==> config.mk <==
export PLATFORM = sky130hd
export DESIGN_NAME = mem_arbiter_flat
export DESIGN_NICKNAME = d
export VERILOG_FILES = /design/src/rtl/mem_arbiter_if.sv /design/src/rtl/mem_arbiter.sv /design/src/flat_wrapper.sv
export SDC_FILE = /design/constraint.sdc
export NUM_CORES = 1
export LEC_CHECK = 0
export ABC_AREA = 1
export CORE_AREA = 2 2 104 106
export DETAILED_ROUTE_END_ITERATION = 12
export DIE_AREA = 0 0 106 108
export PLACE_DENSITY = 0.72
export SYNTH_ARGS = -nofsm -noshare
export SYNTH_HDL_FRONTEND = slang
export SYNTH_SLANG_ARGS = --single-unit
==> constraint.sdc <==
create_clock -name clk -period 2.39 [get_ports clk]
set_input_delay 0.5975 -clock clk [delete_from_list [all_inputs] [get_ports clk]]
set_output_delay 0.5975 -clock clk [all_outputs]
set_load 0.02 [all_outputs]
==> src/rtl/mem_arbiter_if.sv <==
// Cache-side and memory-side signal bundle of the refill/writeback arbiter.
// slave is the arbiter's view; master is the view of the caches plus memory.
`timescale 1ns/1ps
interface mem_arbiter_if #(
  parameter int unsigned ADDR_W = 30,
  parameter int unsigned DATA_W = 32,
  parameter int unsigned BEAT_W = 2
);
  // I-cache side
  logic              i_req;
  logic [ADDR_W-1:0] i_addr;
  logic [DATA_W-1:0] i_rdata;
  logic              i_rvalid;
  logic              i_done;
  // D-cache side
  logic              d_req;
  logic              d_we;
  logic [ADDR_W-1:0] d_addr;
  logic [DATA_W-1:0] d_wdata;
  logic [DATA_W-1:0] d_rdata;
  logic              d_rvalid;
  logic              d_wnext;
  logic [BEAT_W-1:0] d_beat;
  logic              d_done;
  // Memory side
  logic              mem_req;
  logic              mem_we;
  logic [ADDR_W-1:0] mem_addr;
  logic [DATA_W-1:0] mem_wdata;
  logic [DATA_W-1:0] mem_rdata;
  logic              mem_ack;
  logic              busy;

  modport slave (
    input  i_req, i_addr, d_req, d_we, d_addr, d_wdata, mem_rdata, mem_ack,
    output i_rdata, i_rvalid, i_done, d_rdata, d_rvalid, d_wnext, d_beat, d_done,
           mem_req, mem_we, mem_addr, mem_wdata, busy
  );

  modport master (
    output i_req, i_addr, d_req, d_we, d_addr, d_wdata, mem_rdata, mem_ack,
    input  i_rdata, i_rvalid, i_done, d_rdata, d_rvalid, d_wnext, d_beat, d_done,
           mem_req, mem_we, mem_addr, mem_wdata, busy
  );
endinterface

==> src/rtl/mem_arbiter.sv <==
// Arbitrates the I-cache refill path and the D-cache refill/writeback path onto a
// single memory port, sequencing one fixed-length line burst per grant.
`timescale 1ns/1ps
module mem_arbiter #(
  parameter int unsigned ADDR_W     = 30,
  parameter int unsigned DATA_W     = 32,
  parameter int unsigned LINE_WORDS = 4,
  parameter int unsigned BEAT_W     = 2
) (
  input  logic          clk,
  input  logic          rst,
  mem_arbiter_if.slave  bus
);

  typedef enum logic [1:0] {StIdle, StIRd, StDRd, StDWr} state_e;

  localparam logic [BEAT_W-1:0] LastBeat = BEAT_W'(LINE_WORDS - 1);

  state_e            state_q, state_d;
  logic [BEAT_W-1:0] beat_q, beat_d;
  logic [ADDR_W-1:0] base_q, base_d;
  // 1 when the D path owned the most recent grant; breaks ties in its disfavour.
  logic              last_d_q, last_d_d;

  logic in_burst;
  logic last_beat;

  assign in_burst  = (state_q != StIdle);
  assign last_beat = (beat_q == LastBeat);

  // State, beat counter, line base and fairness flag.
  always_ff @(posedge clk or negedge rst) begin
    if (!rst) begin
      state_q  <= StIdle;
      beat_q   <= '0;
      base_q   <= '0;
      last_d_q <= 1'b0;
    end else begin
      state_q  <= state_d;
      beat_q   <= beat_d;
      base_q   <= base_d;
      last_d_q <= last_d_d;
    end
  end

  // Next-state logic: arbitration in idle, beat sequencing during a burst.
  always_comb begin
    state_d  = state_q;
    beat_d   = beat_q;
    base_d   = base_q;
    last_d_d = last_d_q;

    unique case (state_q)
      StIdle: begin
        // D wins when alone or when I was served last; mem_ack is ignored here.
        if (bus.d_req && (!bus.i_req || !last_d_q)) begin
          state_d  = bus.d_we ? StDWr : StDRd;
          base_d   = {bus.d_addr[ADDR_W-1:BEAT_W], {BEAT_W{1'b0}}};
          beat_d   = '0;
          last_d_d = 1'b1;
        end else if (bus.i_req) begin
          state_d  = StIRd;
          base_d   = {bus.i_addr[ADDR_W-1:BEAT_W], {BEAT_W{1'b0}}};
          beat_d   = '0;
          last_d_d = 1'b0;
        end
      end
      StIRd, StDRd, StDWr: begin
        if (bus.mem_ack) begin
          if (last_beat) begin
            state_d = StIdle;
            beat_d  = '0;
          end else begin
            beat_d = beat_q + BEAT_W'(1);
          end
        end
      end
      default: state_d = StIdle;
    endcase
  end

  // Memory port and per-owner strobes; the non-owner's strobes stay low.
  always_comb begin
    bus.mem_req  = in_burst;
    bus.mem_we   = (state_q == StDWr);
    bus.mem_addr = in_burst ? {base_q[ADDR_W-1:BEAT_W], beat_q} : '0;
    bus.i_rvalid = (state_q == StIRd) && bus.mem_ack;
    bus.d_rvalid = (state_q == StDRd) && bus.mem_ack;
    bus.d_wnext  = (state_q == StDWr) && bus.mem_ack;
    bus.i_done   = bus.i_rvalid && last_beat;
    bus.d_done   = (bus.d_rvalid || bus.d_wnext) && last_beat;
    bus.d_beat   = beat_q;
    bus.busy     = in_burst;
  end

  // Data is passed straight through; only the strobes qualify it.
  assign bus.mem_wdata = bus.d_wdata;
  assign bus.i_rdata   = bus.mem_rdata;
  assign bus.d_rdata   = bus.mem_rdata;

endmodule

==> src/flat_wrapper.sv <==
// flat-port wrapper written by rule: the top's interface ports become plain ports
module mem_arbiter_flat 
#(
  parameter int unsigned ADDR_W     = 30,
  parameter int unsigned DATA_W     = 32,
  parameter int unsigned LINE_WORDS = 4,
  parameter int unsigned BEAT_W     = 2
)
  (clk, rst, bus_i_req, bus_i_addr, bus_d_req, bus_d_we, bus_d_addr, bus_d_wdata, bus_mem_rdata, bus_mem_ack, bus_i_rdata, bus_i_rvalid, bus_i_done, bus_d_rdata, bus_d_rvalid, bus_d_wnext, bus_d_beat, bus_d_done, bus_mem_req, bus_mem_we, bus_mem_addr, bus_mem_wdata, bus_busy);
  mem_arbiter_if #(.ADDR_W(ADDR_W), .DATA_W(DATA_W), .BEAT_W(BEAT_W)) bus_i ();
  input  logic clk;
  input  logic rst;
  input wire logic [$bits(bus_i.i_req)-1:0] bus_i_req;
  input wire logic [$bits(bus_i.i_addr)-1:0] bus_i_addr;
  input wire logic [$bits(bus_i.d_req)-1:0] bus_d_req;
  input wire logic [$bits(bus_i.d_we)-1:0] bus_d_we;
  input wire logic [$bits(bus_i.d_addr)-1:0] bus_d_addr;
  input wire logic [$bits(bus_i.d_wdata)-1:0] bus_d_wdata;
  input wire logic [$bits(bus_i.mem_rdata)-1:0] bus_mem_rdata;
  input wire logic [$bits(bus_i.mem_ack)-1:0] bus_mem_ack;
  output wire logic [$bits(bus_i.i_rdata)-1:0] bus_i_rdata;
  output wire logic [$bits(bus_i.i_rvalid)-1:0] bus_i_rvalid;
  output wire logic [$bits(bus_i.i_done)-1:0] bus_i_done;
  output wire logic [$bits(bus_i.d_rdata)-1:0] bus_d_rdata;
  output wire logic [$bits(bus_i.d_rvalid)-1:0] bus_d_rvalid;
  output wire logic [$bits(bus_i.d_wnext)-1:0] bus_d_wnext;
  output wire logic [$bits(bus_i.d_beat)-1:0] bus_d_beat;
  output wire logic [$bits(bus_i.d_done)-1:0] bus_d_done;
  output wire logic [$bits(bus_i.mem_req)-1:0] bus_mem_req;
  output wire logic [$bits(bus_i.mem_we)-1:0] bus_mem_we;
  output wire logic [$bits(bus_i.mem_addr)-1:0] bus_mem_addr;
  output wire logic [$bits(bus_i.mem_wdata)-1:0] bus_mem_wdata;
  output wire logic [$bits(bus_i.busy)-1:0] bus_busy;
  assign bus_i.i_req = bus_i_req;
  assign bus_i.i_addr = bus_i_addr;
  assign bus_i.d_req = bus_d_req;
  assign bus_i.d_we = bus_d_we;
  assign bus_i.d_addr = bus_d_addr;
  assign bus_i.d_wdata = bus_d_wdata;
  assign bus_i.mem_rdata = bus_mem_rdata;
  assign bus_i.mem_ack = bus_mem_ack;
  assign bus_i_rdata = bus_i.i_rdata;
  assign bus_i_rvalid = bus_i.i_rvalid;
  assign bus_i_done = bus_i.i_done;
  assign bus_d_rdata = bus_i.d_rdata;
  assign bus_d_rvalid = bus_i.d_rvalid;
  assign bus_d_wnext = bus_i.d_wnext;
  assign bus_d_beat = bus_i.d_beat;
  assign bus_d_done = bus_i.d_done;
  assign bus_mem_req = bus_i.mem_req;
  assign bus_mem_we = bus_i.mem_we;
  assign bus_mem_addr = bus_i.mem_addr;
  assign bus_mem_wdata = bus_i.mem_wdata;
  assign bus_busy = bus_i.busy;
  mem_arbiter #(.ADDR_W(ADDR_W), .DATA_W(DATA_W), .LINE_WORDS(LINE_WORDS), .BEAT_W(BEAT_W)) u_core (.clk(clk), .rst(rst), .bus(bus_i));
endmodule
# ---- Yosys cells after proc, flatten, opt, wreduce, memory -nomap -nowiden
# Cells that the tools add are included.
dict set report op_classes {
  eq_ne 7
  n_reduce_logical 17
  add_sub_neg 1
  mux 16
}
# operator count
set op_table {}
lappend op_table {{2-to-1 mux 30 bit} 3}
lappend op_table {{2-to-1 mux 2 bit} 8}
lappend op_table {{one-hot mux 2 bit (2 select lines)} 2}
lappend op_table {{== test 2 bit (second input constant)} 3}
lappend op_table {{logical AND 1 bit} 6}
lappend op_table {{AND reduction 2 bit} 2}
lappend op_table {{nonzero test 2 bit} 2}
lappend op_table {{2-to-1 mux 1 bit} 3}
lappend op_table {{!= test 3 x 2 -> 1 bit (second input constant)} 1}
lappend op_table {{AND reduction 3 bit} 1}
lappend op_table {{OR reduction 3 bit} 1}
lappend op_table {{adder 2 x 1 -> 2 bit (second input constant)} 1}
lappend op_table {{== test 2 x 1 -> 1 bit (second input constant)} 1}
lappend op_table {{logical NOT 1 bit} 2}
lappend op_table {{logical NOT 2 bit} 1}
lappend op_table {{logical OR 1 bit} 2}
lappend op_table {{!= test 2 x 1 -> 1 bit (second input constant)} 1}
lappend op_table {{!= test 2 bit (second input constant)} 1}
dict set report totals {
  out_inout_bits 136
  elab_cells 45
  reg_bits 35
  in_bits 130
}

# ---- Depth between registers and ports, before layout
# Gate-level depths: netlist (run 1).
dict set report depth {
  word_depth 5
  depth_mapped 9
  depth_no_buf 7
}

# ---- Worst setup path after synthesis (run 1)
# No wires, ideal clock.
dict set report synth_path {
  path_type {flip-flop to output port}
  startpoint {register u_core.beat_q[1], in the netlist u_core.bus.d_beat[1]}
  endpoint {output bus_i_done}
  setup_slack_ns 0.390
  path_buffers 0
  path_stages_with_launch 4
  required_ns 1.793
  arrival_time_ns 1.402
  path_cell_list {dfrtp_1 -> ha_1 -> inv_1 -> nor4_1}
}
dict set report synth_via {
  elab_chain_cells 2
}
# item line_no
set synth_rtl {}
lappend synth_rtl {{start: declaration} mem_arbiter.sv:20} ;# logic [BEAT_W-1:0] beat_q, beat_d;
lappend synth_rtl {{start signal: assignment} mem_arbiter.sv:40} ;# beat_q <= beat_d;
lappend synth_rtl {{== test 2 bit} mem_arbiter.sv:29} ;# assign last_beat = (beat_q == LastBeat);
lappend synth_rtl {{logical AND 1 bit} mem_arbiter.sv:90} ;# bus.i_done = bus.i_rvalid && last_beat;
lappend synth_rtl {{end: declaration} flat_wrapper.sv:23} ;# output wire logic [$bits(bus_i.i_done)-1:0] bus_i_done;
# Every way passes these cells.

# ---- Worst setup path in the final report (run 1)
dict set report layout_path {
  startpoint {register u_core.state_q[1]}
  endpoint {output bus_mem_addr[6]}
}
dict set report layout_via {
  elab_chain_cells 2
}
# item line_no
set layout_rtl {}
lappend layout_rtl {{start: declaration} mem_arbiter.sv:19} ;# state_e state_q, state_d;
lappend layout_rtl {{start signal: assignment} mem_arbiter.sv:34} ;# state_q <= StIdle;
lappend layout_rtl {{start signal: assignment} mem_arbiter.sv:39} ;# state_q <= state_d;
lappend layout_rtl {{nonzero test 2 bit} mem_arbiter.sv:28} ;# assign in_burst = (state_q != StIdle);
lappend layout_rtl {{2-to-1 mux 30 bit} mem_arbiter.sv:86} ;# bus.mem_addr = in_burst ? {base_q[ADDR_W-1:BEAT_W], beat_q} : '0;
lappend layout_rtl {{end: declaration} flat_wrapper.sv:31} ;# output wire logic [$bits(bus_i.mem_addr)-1:0] bus_mem_addr;
# Every way passes these cells.

==> results of run 1 <==
==> synth_stat cells <==
master	n	area, um^2
nor4_1	1	6.26
buf_1	3	11.3
o21ai_0	4	20.0
buf_4	100	751
inv_2	1	3.75
nand3_1	1	5.00
ha_1	1	12.5
buf_2	7	35.0
nor3_1	3	15.0
nor2_1	31	116
nand4_1	1	6.26
nand2_2	1	6.26
inv_1	38	143
nand2_1	183	687
buf_6	2	22.5
dfrtp_1	33	826
nor2_4	1	11.3
==> through the flow <==
stage | setup slack (ns) | hold slack (ns) | power [uW]
3_5_place_dp | -0.261 | 0.466 | 3240
4_1_cts | 0.00459 | 0.411 | 3640
3_3_place_gp | -0.235 | 0.463 | 3200
5_1_grt | -0.000553 | 0.462 | 3910
2_1_floorplan | 0.390 | 0.302 | 2510
6_report | 0.106 | 0.383 | 3580
==> cells in the final DEF (no fill, tap or decap), types with 4 or more instances in the layout <==
cell / n
buf_4: 5
clkdlybuf4s50_1: 92
inv_1: 38
o21ai_0: 4
dfrtp_1: 31
clkbuf_8: 5
clkbuf_2: 4
nor2_1: 31
nand2_1: 183
dlygate4sd2_1: 4
==> worst paths after layout <==
check	start	end	slack (ns)	depth (start not counted)
min	rst	u_core.base_q[17]$_DFFE_PN0P_	0.38	1
max reg2reg	u_core.state_q[0]$_DFFE_PN0P_	u_core.state_q[0]$_DFFE_PN0P_	0.63	6
min reg2reg	u_core.base_q[5]$_DFFE_PN0P_	u_core.base_q[5]$_DFFE_PN0P_	0.48	2
min in group clk	u_core.base_q[5]$_DFFE_PN0P_	u_core.base_q[5]$_DFFE_PN0P_	0.48	2
max	u_core.state_q[1]$_DFFE_PN0P_	bus_mem_addr[6]	0.11	4
max in group asynchronous	rst	u_core.state_q[0]$_DFFE_PN0P_	1.48	1
==> per-layer routing <==
metal | vias up | part of all wire, % | global-route usage [%] | wire length, um
met5 | - | 0 | 0 | 0
met3 | 39 | 6.7 | 3.56 | 444
met2 | 81 | 50 | 19.9 | 3330
met1 | 1022 | 40 | 12.9 | 2650
met4 | 0 | 3.4 | 6.02 | 229
li1 | 1102 | - | - | -
==> power groups by stage <==
| stage | logic [uW] | registers (uW) | clock network, uW |
|---|---|---|---|
| finish | 2180 | 997 | 403 |
| global route | 2420 | 1030 | 460 |
| CTS | 2220 | 996 | 430 |
| detailed placement | 2240 | 1000 | 0 |
| global placement | 2210 | 991 | 0 |
| floorplan | 1530 | 976 | 0 |
==> worst register-to-register path: cells and delay by family (launching register included) <==
kind / cells / cell delay, ns
buffers and inverters: 2 / 0.65
AO/OA/AOI/OAI: 1 / 0.16
flip-flops: 1 / 0.45
AND/OR/NAND/NOR: 3 / 0.43
==> cell families after synthesis <==
kind of cell	count (synthesis)	synth area share, %
flops	33	30.8
fa+ha+maj	1	0.467
simple gates	222	31.9
compound gates	4	0.748
buf+inv	151	36.1
==> flip-flops by register name, summed over array words and instances (netlist names) <==
name and flops:
u_core.base_q 28, u_core.bus.d_beat 2, u_core.state_q 2, u_core.last_d_q 1
==> area by class of cell <==
type                    count  area, um^2
clock inverters             2        10.0
inverters                  39         146
well taps                 136         170
flip-flops and latches     33         828
multi-input cells         227         886
fillers                  1120        7090
repair buffers            107        1030
clock buffers               6        72.6
==> what timing repair did <==
item,CTS,global route
buffers inserted,0,0
resized for setup,9,14
endpoints found under the setup margin,11,25
==> summary.txt, run 1 <==
Status
  • Status: finished clean

Worst setup path
  • WP buf/inv: 2
  • Crit-path cells: nor2_4 -> buf_4 -> nor2_1 -> clkdlybuf4s50_1
  • CP Class: register to output pin
  • WP data required: 1.79 ns
  • Max stage delay on crit path: 0.62 ns
  • Crit path launch type: register
  • Largest delay share family, worst path: buffers and inverters
  • WP data arrival: 1.69 ns
  • Slowest CP cell: clkdlybuf4s50_1
  • Setup crit end kind: output pin
  • Peak fanout along the critical path: 11

Finish
  • Core Util, Final: a little under a third
  • Final net count: 544
  • Final non-filler cell area: ~0.0031 mm^2
  • Final std cells w/o fill: 550
  • Share of layout cells above drive strength 1: 5.56%
  • Synth-to-layout area growth: 17.4%
  • Diode count: 0

Power
  • Clock power share: a little under an eighth
  • Logic pwr share: between 60 and 70%
  • Peak supply drop: 0.347 mV
  • Internal power: 1950 uW
  • Power share of the sequential group: 27.9%
  • Pleak: 0.00165 uW
  • P per Cell Area: roughly 1100 mW/mm^2
  • Sw Pwr: around 1600 uW
  • Net switching fraction of the power: a little under half

Clock tree
  • CTS root buf: clkbuf_8
  • CTS tree: built
  • Worst-Skew Late Latency: 0.28 ns
  • Clk sink count: 33
  • CTS buffer count: 5
  • Clock Pin Slew Worst Setup and Hold Paths: about 0.070 ns
  • H-tree levels: 2
  • Post-CTS Hold Buffers: 0
  • Clock buffer depth: 2

Yosys
  • YS warnings: 0
  • Mean Syn Cell Area: 6.51 um^2
  • Count of cell types in the netlist: 17
  • Syn Std Cell Area: 0.00268 mm^2
  • Sequential area share after synthesis: between 30% and 40%
  • Syn_nets: between 500 and 600
  • Synth Register Bits: 33
  • Synth Instances: about 400

Routing
  • Vias: 2,244
  • Final wirelength: 6650 um
  • Number of nets with antenna violations after routing: 0
  • First-iteration detailed-routing DRC count: 105
  • Vias per cell: 4.08
  • Drt pass-1 iters: 4
  • Routed WL per cell: 12.1 um
  • # DRC: 0

STA
  • Final hold vios: 0
  • Worst slew margin: 49.6%
  • Tcrit/Tclk final: around 96%
  • Post-route minimum period: 2.28 ns
  • FMAX: ~0.44 GHz
  • Setup_tns: 0 ns
  • Max-slew violation count: 0
  • Least-Margin Pin Slew: 0.756 ns
  • Clock Skew: 0.00408 ns
  • Final Setup Violations: 0

Placement
  • Placed inst area: 0.00308 mm^2
  • DP HPWL: 5020 um
  • GP Congestion: 0.703
  • Placed cell count: between 500 and 600
  • I/O Buffers: 101

Die
  • Horiz. Die Dim: 106 um
  • Die H: 108 um
  • Die area: 0.0114 mm^2
  • Initial core utilization: 26.2%
  • IO Pins: 266
  • Std cell rows: 37
  • Core footprint: roughly 0.010 mm^2

Global routing
  • Largest net degree at the start of global routing: 34
  • GRT overflow: 0
  • Vias in the first global route: 2,215
  • GRT Total Usage: 11.5%
  • Global-route wire length before repair: 10,500 um
  • Initial antenna violation count: 0

Min path
  • Worst hold path class: input pin to asynchronous set/reset pin

Job
  • Max cap viols: 0
No activity file was read; power rests on OpenSTA's default activity.
==> inputs of run 2 (changes only) <==
--- a/config.mk
+++ b/config.mk
@@ -10,6 +10,7 @@
 export DETAILED_ROUTE_END_ITERATION = 12
 export DIE_AREA = 0 0 106 108
 export PLACE_DENSITY = 0.72
+export SLEW_MARGIN = 20
 export SYNTH_ARGS = -nofsm -noshare
 export SYNTH_HDL_FRONTEND = slang
 export SYNTH_SLANG_ARGS = --single-unit
==> results of run 2 <==
The final DEF is identical to that of run 1; final timing and power are the same.
==> inputs of run 3 (changes only) <==
--- a/config.mk
+++ b/config.mk
@@ -9,6 +9,7 @@
 export CORE_AREA = 2 2 104 106
 export DETAILED_ROUTE_END_ITERATION = 12
 export DIE_AREA = 0 0 106 108
+export GPL_TIMING_DRIVEN = 0
 export PLACE_DENSITY = 0.72
 export SLEW_MARGIN = 20
 export SYNTH_ARGS = -nofsm -noshare
==> run 3 against run 2 <==
Net effect: non-clock buffer count rose by 203; setup slack got worse by 0.0076 ns; global-route usage rose by 2.3 points; sequential cell count did not move; critical path depth did not move; sequential share of layout area fell by 9.8 points; clock skew rose by 0.0013 ns; clock power rose by 14%; maximum frequency fell by 0.33%; first-iteration DRC count fell by 4.8%; highest routed layer unchanged.
==> summary.txt, run 3 (same netlist as run 1, synthesis figures left out) <==
Die
  • Core footprint: approximately 0.010 mm^2
  • IO Pins: 266
  • Horiz. Die Dim: 106 um
  • Std cell rows: 37
  • Die area: 0.0114 mm^2
  • Die H: between 100 and 150 um
  • Initial core utilization: a little over a quarter

STA
  • Least-Margin Pin Slew: 0.373 ns
  • Tcrit/Tclk final: 95.9%
  • RSZ-0062 raised after global routing: false
  • Final Setup Violations: 0
  • Clock Skew: 0.00535 ns
  • FMAX: 0.436 GHz
  • Post-route minimum period: 2.29 ns
  • Max-slew violation count: 0
  • Worst slew margin: 75.1%
  • Setup WS post-layout: 0.0982 ns
  • Final hold vios: 0
  • Setup_tns: 0 ns

Clock tree
  • Post-CTS Hold Buffers: 0
  • H-tree levels: 2
  • Worst-Skew Late Latency: around 0.28 ns
  • Clock Pin Slew Worst Setup and Hold Paths: 0.07 ns
  • CTS tree: built
  • CTS buffer count: 5
  • Clk sink count: 33
  • Clock buffer depth: 2
  • CTS root buf: clkbuf_8

Worst setup path
  • Crit-path cells: clkdlybuf4s50_1 -> inv_1 -> nor2_1 -> dlygate4sd2_1
  • FF-to-FF setup slack: just over 1 ns
  • CP Class: input pin to output pin
  • WP buf/inv: 3
  • WP data arrival: 1.69 ns
  • Peak fanout along the critical path: 5
  • Setup crit end kind: output pin
  • Crit path launch type: input pin
  • WP data required: 1.79 ns
  • Max stage delay on crit path: roughly 0.54 ns
  • Largest delay share family, worst path: buffers and inverters
  • Slowest CP cell: clkdlybuf4s50_1

Finish
  • Most common cell after layout, fill and taps aside: nand2_1
  • Register area: just over 800 um^2
  • Final net count: 747
  • Share of layout cells above drive strength 1: 21.2%
  • Synth-to-layout area growth: 86.9%
  • Most flops, register: u_core.base_q
  • Fill cells: around 1,000
  • Diode count: 0
  • Max reg flops: 28
  • Most frequent cells in the layout: nand2_1, clkdlybuf4s50_1, buf_4
  • Area of the multi-input gates: 886 um^2

Placement
  • I/O Buffers: 197
  • Pre-CTS WS: -0.282 ns
  • GP Congestion: ~0.73
  • DP HPWL: 7170 um

Power
  • Pleak: 0.00295 uW
  • P per Cell Area: 813 mW/mm^2
  • Power share of the sequential group: 24.5%
  • Net switching fraction of the power: 44.2%
  • Internal power: 2270 uW
  • Sw Pwr: 1800 uW
  • Peak supply drop: approximately 0.61 mV
  • Logic pwr share: 64.3%
  • Clock power share: 11.3%

Global routing
  • Vias in the first global route: 2,856
  • Largest net degree at the start of global routing: 21
  • GRT overflow: 0
  • Initial antenna violation count: 0
  • Global-route wire length before repair: 12,900 um
  • GRT Total Usage: about 14%

Routing
  • Drt pass-1 iters: 4
  • # DRC: 0
  • Number of nets with antenna violations after routing: 0
  • Routed WL per cell: between 10 and 15 um
  • First-iteration detailed-routing DRC count: 100
  • Vias per cell: 4.01
  • Vias: 3,023
  • Final wirelength: 8610 um

Min path
  • Worst hold path class: input pin to asynchronous set/reset pin

Job
  • Max cap viols: 0

Status
  • Status: finished clean
## run 3: cell count changes in the layout (fill, tap and decap cells not counted)
cell             before  now
dlymetal6s2s_1        0   28
dlygate4sd2_1         4    3
clkdlybuf4s50_1      92  161
clkbuf_8              5    7
clkbuf_1              1    0
buf_4                 5  103
buf_16                0    1
buf_6                 1    2
clkinv_2              2    1
buf_2                 1    8
## run 3: power by group through the flow
stage	Combinational, uW	Sequential, uW	Clock, uW
after floorplan	1530	976	0
after global placement	2670	988	0
after detailed placement	2710	1000	0
after CTS	2720	994	484
after global routing	2870	1030	504
final	2620	996	458
## run 3: worst paths after layout
check,from,to,cells past startpoint
worst min register to register,u_core.base_q[17]$_DFFE_PN0P_,u_core.base_q[17]$_DFFE_PN0P_,2
min in group clk,u_core.base_q[17]$_DFFE_PN0P_,u_core.base_q[17]$_DFFE_PN0P_,2
worst min-delay path,rst,u_core.base_q[18]$_DFFE_PN0P_,1
max in group asynchronous,rst,u_core.state_q[0]$_DFFE_PN0P_,2
worst max-delay path,bus_mem_ack,bus_d_wnext,4
worst max register to register,u_core.last_d_q$_DFFE_PN0P_,u_core.base_q[21]$_DFFE_PN0P_,9
## run 3: metal layers
metal,part of all wire (%),vias up,global-route usage (%)
li1,-,1507,-
met2,55,146,27.6
met1,36,1368,14.5
met4,0.22,0,2.26
met5,0,-,0
met3,8.5,2,4.22
## run 3: layout make-up
type,count,area share (%)
clock buffer,7,1.93
buffer,112,16.6
tap,136,3.40
sequential,33,16.6
clock inverter,1,0.100
multi-input combinational,227,17.7
inverter,39,2.93
timing repair buffer,198,40.8
## run 3: timing repair
action	CTS	global route
buffers inserted	0	0
gates resized for setup	14	41
setup endpoints to repair	35	33
## run 3: stage by stage
step           instances  util [%]  area (um^2)  total power [uW]  hold slack (ns)
2_1_floorplan        411         -         2680              2510            0.302
3_3_place_gp         744      47.1         4820              3660            0.463
3_5_place_dp         745      47.3         4840              3710            0.466
4_1_cts              753      48.4         4950              4190            0.231
5_1_grt              753      48.9         5000              4410            0.240
6_report             753      48.9         5000              4070            0.227
